<file path="config.mk">
export PLATFORM = sky130hd
export DESIGN_NAME = whack_game_core
export DESIGN_NICKNAME = d
export VERILOG_FILES = /design/src/rtl/whack_pkg.sv /design/src/rtl/whack_game_core_lfsr16.sv /design/src/rtl/whack_game_core.sv
export SDC_FILE = /design/constraint.sdc
export NUM_CORES = 1
export LEC_CHECK = 0
export BUFFER_PORTS_ARGS = -buffer_cell sky130_fd_sc_hd__buf_2
export CORE_MARGIN = 3
export CORE_UTILIZATION = 58
export CTS_BUF_LIST = sky130_fd_sc_hd__clkbuf_2 sky130_fd_sc_hd__clkbuf_4 sky130_fd_sc_hd__clkbuf_8
export DETAILED_ROUTE_END_ITERATION = 7
export PLACE_DENSITY = 0.78
export SLEW_MARGIN = 5
export SYNTH_ARGS = -nofsm -noshare
export SYNTH_HDL_FRONTEND = slang
export SYNTH_HIERARCHICAL = 1
export SYNTH_SLANG_ARGS = --single-unit
</file>
<file path="constraint.sdc">
create_clock -name clk -period 7.2 [get_ports clk]
set_clock_uncertainty 0.15 [all_clocks]
set_input_delay 0.36 -clock clk [delete_from_list [all_inputs] [get_ports clk]]
set_output_delay 0.36 -clock clk [all_outputs]
set_load 0.02 [all_outputs]
</file>
<file path="src/rtl/whack_pkg.sv">
// Shared definitions for the whack-a-mole engine.
//   state_e           : game state encoding (also driven onto the state port)
//   lifetime_f/...    : per-difficulty mole lifetime, concurrency and points
//   LFSR_POLY/SEED    : Galois LFSR feedback mask and power-on seed
package whack_pkg;

  typedef enum logic [1:0] {
    ST_IDLE  = 2'd0,
    ST_PLAY  = 2'd1,
    ST_PAUSE = 2'd2,
    ST_OVER  = 2'd3
  } state_e;

  // x^16 + x^14 + x^13 + x^11 + 1, right-shifting Galois form
  localparam logic [15:0] LFSR_POLY = 16'hB400;
  localparam logic [15:0] LFSR_SEED = 16'hACE1;

  // mole lifetime in steps: 8, 4, 2, 1
  function automatic logic [3:0] lifetime_f(input logic [1:0] d);
    return 4'd8 >> d;
  endfunction

  function automatic logic [2:0] max_active_f(input logic [1:0] d);
    return {1'b0, d} + 3'd1;
  endfunction

  function automatic logic [2:0] points_f(input logic [1:0] d);
    return {1'b0, d} + 3'd1;
  endfunction

endpackage

</file>
<file path="src/rtl/whack_game_core_lfsr16.sv">
// Free-running 16-bit Galois LFSR used to pick spawn holes.
//   clk, rst : clock, async active-high reset (reloads LFSR_SEED)
//   lfsr     : current register value
module lfsr16
  import whack_pkg::*;
(
  input  logic        clk,
  input  logic        rst,
  output logic [15:0] lfsr
);

  logic [15:0] lfsr_q, lfsr_d;

  always_comb lfsr_d = {1'b0, lfsr_q[15:1]} ^ (lfsr_q[0] ? LFSR_POLY : 16'h0000);

  always_ff @(posedge clk or posedge rst) begin
    if (rst) lfsr_q <= LFSR_SEED;
    else     lfsr_q <= lfsr_d;
  end

  assign lfsr = lfsr_q;

endmodule

</file>
<file path="src/rtl/whack_game_core.sv">
// Whack-a-mole game engine: timed round, pseudo-random mole spawns,
// tap scoring, pause/resume.
//   clk, rst        : clock, async active-high reset
//   start, pause    : one-cycle control pulses
//   difficulty      : latched on an accepted start
//   tap             : per-hole tap pulses
//   holes           : mole visible per hole
//   score, misses   : score (saturating/floored), wrong-tap count (sat 255)
//   time_left       : seconds remaining in the round
//   state           : 0 IDLE, 1 PLAY, 2 PAUSE, 3 OVER
//   game_over       : one-cycle pulse on entry to OVER
module whack_game_core
  import whack_pkg::*;
#(
  parameter int NUM_HOLES    = 8,
  parameter int SCORE_W      = 12,
  parameter int TICK_DIV     = 100_000_000,
  parameter int STEP_DIV     = 12_500_000,
  parameter int GAME_SECONDS = 30
) (
  input  logic                 clk,
  input  logic                 rst,
  input  logic                 start,
  input  logic                 pause,
  input  logic [1:0]           difficulty,
  input  logic [NUM_HOLES-1:0] tap,
  output logic [NUM_HOLES-1:0] holes,
  output logic [SCORE_W-1:0]   score,
  output logic [7:0]           misses,
  output logic [5:0]           time_left,
  output logic [1:0]           state,
  output logic                 game_over
);

  localparam int TICK_W = (TICK_DIV > 1) ? $clog2(TICK_DIV) : 1;
  localparam int STEP_W = (STEP_DIV > 1) ? $clog2(STEP_DIV) : 1;
  localparam int NET_W  = SCORE_W + 8;  // headroom for +64 / -16 in one cycle

  state_e               state_q, state_d;
  logic [1:0]           d_q, d_d;
  logic [NUM_HOLES-1:0] holes_q, holes_d;
  logic [SCORE_W-1:0]   score_q, score_d;
  logic [7:0]           misses_q, misses_d;
  logic [5:0]           time_left_q, time_left_d;
  logic [TICK_W-1:0]    tick_q, tick_d;
  logic [STEP_W-1:0]    step_q, step_d;
  logic                 game_over_q, game_over_d;

  logic [15:0]          lfsr;
  logic                 lfsr_unused;
  logic                 play, start_acc, step_wrap;
  logic [NUM_HOLES-1:0] hit, wrong, escape, spawn, cand_oh;
  logic [3:0]           cand, life;
  logic [4:0]           nhit, nwrong, nact;
  logic [NET_W-1:0]     net;
  logic [8:0]           msum;

  lfsr16 u_lfsr (.clk(clk), .rst(rst), .lfsr(lfsr));
  assign lfsr_unused = ^lfsr[15:4];

  assign play      = (state_q == ST_PLAY);
  assign start_acc = start && (state_q == ST_IDLE || state_q == ST_OVER);
  assign step_wrap = play && (step_q == STEP_W'(STEP_DIV - 1));
  assign hit       = play ? (tap & holes_q) : '0;
  assign wrong     = play ? (tap & ~holes_q) : '0;
  assign life      = lifetime_f(d_q);
  assign cand      = 4'(int'(lfsr[3:0]) % NUM_HOLES);

  // Spawn decision looks only at start-of-cycle occupancy.
  always_comb begin
    nhit    = '0;
    nwrong  = '0;
    nact    = '0;
    cand_oh = '0;
    for (int i = 0; i < NUM_HOLES; i++) begin
      nhit       = nhit + 5'(hit[i]);
      nwrong     = nwrong + 5'(wrong[i]);
      nact       = nact + 5'(holes_q[i]);
      cand_oh[i] = (cand == 4'(i));
    end
    spawn = '0;
    if (step_wrap && !(|(cand_oh & holes_q)) && (nact < {2'b00, max_active_f(d_q)}))
      spawn = cand_oh;
  end

  // Per-hole age; a hit on the escape cycle takes priority over escape.
  for (genvar g = 0; g < NUM_HOLES; g++) begin : g_hole
    logic [2:0] age_q, age_d;
    logic       aging;
    assign aging     = step_wrap && holes_q[g] && !hit[g];
    assign escape[g] = aging && (({1'b0, age_q} + 4'd1) == life);
    always_comb begin
      age_d = age_q;
      if (start_acc)     age_d = '0;
      else if (spawn[g]) age_d = '0;
      else if (aging)    age_d = age_q + 3'd1;
    end
    always_ff @(posedge clk or posedge rst) begin
      if (rst) age_q <= '0;
      else     age_q <= age_d;
    end
  end

  always_comb begin
    state_d     = state_q;
    d_d         = d_q;
    holes_d     = holes_q;
    score_d     = score_q;
    misses_d    = misses_q;
    time_left_d = time_left_q;
    tick_d      = tick_q;
    step_d      = step_q;
    game_over_d = 1'b0;
    net         = '0;
    msum        = '0;
    case (state_q)
      ST_IDLE, ST_OVER: begin
        if (start) begin
          state_d     = ST_PLAY;
          d_d         = difficulty;
          holes_d     = '0;
          score_d     = '0;
          misses_d    = '0;
          tick_d      = '0;
          step_d      = '0;
          time_left_d = 6'(GAME_SECONDS);
        end
      end
      ST_PAUSE: if (pause) state_d = ST_PLAY;
      default: begin
        holes_d = (holes_q & ~hit & ~escape) | spawn;
        // net score computed modulo 2^NET_W; MSB set means it went negative
        net = NET_W'(score_q) + NET_W'(points_f(d_q)) * NET_W'(nhit) - NET_W'(nwrong);
        if (net[NET_W-1])                        score_d = '0;
        else if (net > NET_W'({SCORE_W{1'b1}})) score_d = '1;
        else                                     score_d = net[SCORE_W-1:0];
        msum     = {1'b0, misses_q} + {4'b0000, nwrong};
        misses_d = msum[8] ? 8'hFF : msum[7:0];
        step_d   = step_wrap ? '0 : step_q + 1'b1;
        if (tick_q == TICK_W'(TICK_DIV - 1)) begin
          tick_d      = '0;
          time_left_d = time_left_q - 6'd1;
          if (time_left_q == 6'd1) begin
            state_d     = ST_OVER;
            holes_d     = '0;
            game_over_d = 1'b1;
          end
        end else begin
          tick_d = tick_q + 1'b1;
        end
        if (pause && state_d == ST_PLAY) state_d = ST_PAUSE;
      end
    endcase
  end

  always_ff @(posedge clk or posedge rst) begin
    if (rst) begin
      state_q     <= ST_IDLE;
      d_q         <= '0;
      holes_q     <= '0;
      score_q     <= '0;
      misses_q    <= '0;
      time_left_q <= '0;
      tick_q      <= '0;
      step_q      <= '0;
      game_over_q <= 1'b0;
    end else begin
      state_q     <= state_d;
      d_q         <= d_d;
      holes_q     <= holes_d;
      score_q     <= score_d;
      misses_q    <= misses_d;
      time_left_q <= time_left_d;
      tick_q      <= tick_d;
      step_q      <= step_d;
      game_over_q <= game_over_d;
    end
  end

  assign holes     = holes_q;
  assign score     = score_q;
  assign misses    = misses_q;
  assign time_left = time_left_q;
  assign state     = state_q;
  assign game_over = game_over_q;

endmodule

</file>
# Yosys cells after proc, flatten, opt, wreduce, memory -nomap -nowiden
# Cells that the tools add are included.
# classes
n_mux	57
n_mul	1
magnitude_cmp	2
n_reduce_logical	57
shifts	1
add_sub_neg	44
n_eq_ne	24
n_bitwise	11
# op_table
op	count
3-bit two-way mux	24
8-bit two-way mux	7
27-bit two-way mux	2
27-bit one-hot mux with 2 select lines	1
24-bit two-way mux	2
24-bit one-hot mux with 2 select lines	1
5-bit by 1-bit adder with 5-bit output	9
8-bit bitwise AND	5
12-bit two-way mux	3
3-bit by 1-bit adder with 4-bit output, second input constant	8
4-bit == test	8
8-bit one-hot mux with 2 select lines	2
1-bit logical AND	29
27-bit by 1-bit adder with 27-bit output, second input constant	1
27-bit == test, second input constant	1
24-bit by 1-bit adder with 24-bit output, second input constant	1
3-bit by 1-bit adder with 3-bit output, second input constant	8
24-bit == test, second input constant	1
8-bit NOT	3
12-bit one-hot mux with 2 select lines	1
3-bit nonzero test	8
20-bit by 12-bit > comparator with 1-bit output, second input constant	1
16-bit two-way mux	1
15-bit by 16-bit XOR with 16-bit output	1
36 further kinds	69
# word_totals
output_inout_bits	37
register_bits	130
input_bits	14
wordCells	215

# Longest topological paths before layout
# logic_depth
ltp_word	16
depth_mapped	27
mapped_depth_nobuf	25

# Modules after synthesis
# Netlist, hierarchy kept.
# modules_own_cells
mod	area_each_um2	instances	cells_each	seq_area_each_um2
whack_game_core	8099.0	1	887	2852.7
lfsr16	538.0	1	33	410.4

# Least setup slack after synthesis
# Ideal clock, no wire load.
# synth_path
path_kind	register -> register
startpoint	reg state_q[1], in the netlist state[1]
endpoint	reg score_q[11], in the netlist score[11]
t_required_ps	6924
setup_slack_ps	-241
period_less_slack_ps	7441
n_path_buf	3
path_stages_with_launch	26
arrival_ps	7165
path_cell_list	dfrtp_1 > inv_1 > ha_1 > clkbuf_1 > clkbuf_1 > nand3_1 > fa_1 > fa_1 > fa_1 > inv_1 > ha_1 > fa_1 > xor2_1 > fa_1 > inv_1 > fa_1 > inv_1 > fa_1 > inv_1 > fa_1 > a21o_1 > a221oi_1 > or2_2 > a31oi_1 > clkbuf_1 > a221o_1
# synth_between
elab_chain_cells	16
elab_cells_between_ends	31
cone_classes	16 x add/sub; 1 x mul; 1 x order compare; 4 x eq/ne; 5 x mux; 1 x bitwise; 3 x reduce/logical
# synth_lines
element	line_no	text
from (decl)	whack_game_core.sv:39	state_e state_q, state_d;
from (signal assigned)	whack_game_core.sv:168	state_q <= state_d;
2-bit by 1-bit == test with 1-bit output	whack_game_core.sv:61	assign play = (state_q == ST_PLAY);
8-bit two-way mux	whack_game_core.sv:64	assign hit = play ? (tap & holes_q) : '0;
1-bit by 1-bit adder with 2-bit output	whack_game_core.sv:76	nhit = nhit + 5'(hit[i]);
2-bit by 1-bit adder with 3-bit output	whack_game_core.sv:76	
3-bit by 1-bit adder with 4-bit output	whack_game_core.sv:76	
4-bit by 1-bit adder with 5-bit output	whack_game_core.sv:76	
5-bit by 1-bit adder with 5-bit output (3 in a row)	whack_game_core.sv:76	
3-bit by 5-bit multiplier with 8-bit output	whack_game_core.sv:133	net = NET_W'(score_q) + NET_W'(points_f(d_q)) * NET_W'(nhit) - NET_W'(nwrong);
12-bit by 8-bit adder with 13-bit output	whack_game_core.sv:133	
13-bit by 5-bit subtractor with 14-bit output	whack_game_core.sv:133	
20-bit by 12-bit > comparator with 1-bit output	whack_game_core.sv:135	else if (net > NET_W'({SCORE_W{1'b1}})) score_d = '1;
12-bit two-way mux	whack_game_core.sv:135	
12-bit two-way mux	whack_game_core.sv:134	if (net[NET_W-1]) score_d = '0;
12-bit one-hot mux with 2 select lines	whack_game_core.sv:116	case (state_q)
to (signal assigned)	whack_game_core.sv:171	score_q <= score_d;
to (decl)	whack_game_core.sv:42	logic [SCORE_W-1:0] score_q, score_d;
# Parallel ways exist; a longest one is shown, timed or not.
# A chain may end at the register's enable or synchronous reset.

# Final worst setup path
# layout_path
startpoint	reg state_q[0], in the netlist state[0]
endpoint	reg score_q[4], in the netlist score[4]
# The elaborated chain is that of the path after synthesis.

==> flow_summary.json <==
{
  "post_dp_cell_area_mm2": 0.008994,
  "grt_pass1_vias": 6725,
  "max_freq_mhz": 143.6,
  "drt_wl_total_mm": 19.61,
  "peakVddDrop_mv": 0.4984,
  "maxCapViolCount": 0,
  "outcome": "finished, final reports clean",
  "first_pass_iters": 5,
  "antenna_left": 0,
  "layout_common_cells": "dfrtp_1 (121), nor2_1 (91), inv_1 (77)",
  "path_class": "reg2reg",
  "dieWidth_um": 127.5,
  "core_mm2": 0.01415,
  "leakagePower_nw": 4.705,
  "clkTransAtPathRegs_ns": 0.07,
  "num_rows": 43,
  "ios": 51,
  "reg2reg_from": "state[0]$_DFFE_PP0P_",
  "design_area_mm2": 0.009548,
  "cts_buffer_depth": 2,
  "syn_nets": 1003,
  "syn_area_per_cell_um2": 9.409,
  "gr-usage-all-layers_pct": 25.49,
  "crit_required_ns": 7.38,
  "nNetsFinal": 1058,
  "period_share_pct": 96.73,
  "die_h_um": 127.5,
  "grt_overflow": 0,
  "numCtsBuffers": 17,
  "n_fill_cell": 1108,
  "whs_ns": 0.02374,
  "cts_tree": "done",
  "clock_latency_ns": 0.45,
  "hold_path_class": "in2reg",
  "end_kind": "flip-flop",
  "syn-cell-area_mm2": 0.008562,
  "setup_violations": 0,
  "tightest_slew_ns": 0.9832,
  "cp_top_family": "adder cells",
  "cts_num_sinks": 130,
  "vias_per_cell": 5.922,
  "n_antenna_cell": 0,
  "syn_inst": 910,
  "antenna_found_initial": 0,
  "grt_pass1_wl_mm": 33.38,
  "utilization_pct": 67.48,
  "cp_slowest_stage_delay_ns": 0.56,
  "layout-drive-gt1-share_pct": 13.61,
  "path_max_fanout": 8,
  "grt_max_degree": 76,
  "place_congestion": 0.8766,
  "dieArea_mm2": 0.01626,
  "slowest_stage": "fa_1",
  "slew_headroom_pct": 34.45,
  "ys_warn_count": 6,
  "cp_common_cell": "fa_1",
  "hpwl_mm": 13.81,
  "wl_per_cell_um": 16.95,
  "crit_start": "state[0]$_DFFE_PP0P_",
  "path_buf_inv": 5,
  "final_common_cell": "dfrtp_1",
  "power_density_mw_per_mm2": 440.7,
  "layout_min_cycle_time_ns": 6.964,
  "fin_tns_setup_ns": 0,
  "area_delta_synth_final_pct": 11.52,
  "worstPathCellList": "ha_4 > and3_1 > fa_1 > inv_1 > fa_1 > fa_1 > inv_1 > ha_1 > fa_1 > nand2_1 > fa_1 > inv_1 > fa_1 > inv_1 > fa_1 > inv_1 > ha_1 > a211oi_2 > nor3_2 > o2111ai_2 > o221ai_2 > o21a_4 > a221o_1",
  "finalHoldViolations": 0,
  "start_util_pct": 60.51,
  "drt_iter0_drc": 828,
  "finalMaxSlewViolations": 0,
  "start_kind": "flip-flop",
  "port_buffers": 50,
  "vias": 6852,
  "arrival_ns": 7.14,
  "cts-root-buf": "clkbuf_8",
  "drc": 0,
  "htree_levels": 4,
  "min_from": "difficulty[1]"
}
==> flip-flops by register name, summed over array words and instances (netlist names) <==
signal        count
tick_q           27
g_hole.age_q     24
step_q           24
u_lfsr/lfsr      16
score            12
holes             8
misses            8
time_left         6
d_q               2
state             2
game_over         1
==> report_power, final <==
group | total, mW | switching (mW) | internal [mW] | leakage [nW]
combinational | 2.63 | 1.57 | 1.06 | 2.77
sequential | 0.916 | 0.0891 | 0.827 | 1.72
clock | 0.660 | 0.285 | 0.375 | 0.216
==> metrics by stage <==
stage	total power, mW	setup WS (ns)	std cells
floorplan	2.716	0.03785	910
global placement	3.259	0.1839	1120
detailed placement	3.313	0.009779	1120
CTS	4.037	0.02565	1154
global route	4.560	-0.03521	1157
finish	4.207	0.2358	1157
==> routing by layer <==
layer / part of all wire (%) / track usage, %
met5: 0 / 0
met4: 2.1 / 9.338
met3: 5.5 / 4.097
met2: 45 / 38.34
met1: 47 / 37.39
==> what timing repair did <==
action | in CTS | in global routing
gates cloned | 0 | 1
setup buffers | 1 | 2
pin swaps | 1 | 8
hold buffers | 2 | 0
endpoints found under the setup margin | 8 | 12
resized for setup | 2 | 17
endpoints found under the hold margin | 48 | 0
==> cell type report <==
cell class,instances,area [um^2],area share [%]
Tap cell,180,225.2,2.359
Inverter,79,299.0,3.132
Timing Repair Buffer,67,380.4,3.984
Sequential cell,130,3264,34.19
Clock buffer,22,290.3,3.040
Clock inverter,9,130.1,1.363
Multi-Input combinational cell,670,4959,51.93
==> path summary, 6_finish.rpt <==
path	to	slack [ns]	cells after the start
setup / recovery	score[4]$_DFFE_PP0P_	0.24	23
hold / removal	d_q[1]$_DFFE_PP0P_	0.02	2
setup reg to reg	score[4]$_DFFE_PP0P_	0.24	23
hold reg to reg	u_lfsr/lfsr[3]$_DFF_PP0_	0.20	0
max in group asynchronous	state[0]$_DFFE_PP0P_	5.11	4
min in group asynchronous	g_hole[2].age_q[1]$_DFFE_PP0P_	0.36	3
No activity file was read; power rests on OpenSTA's default activity.
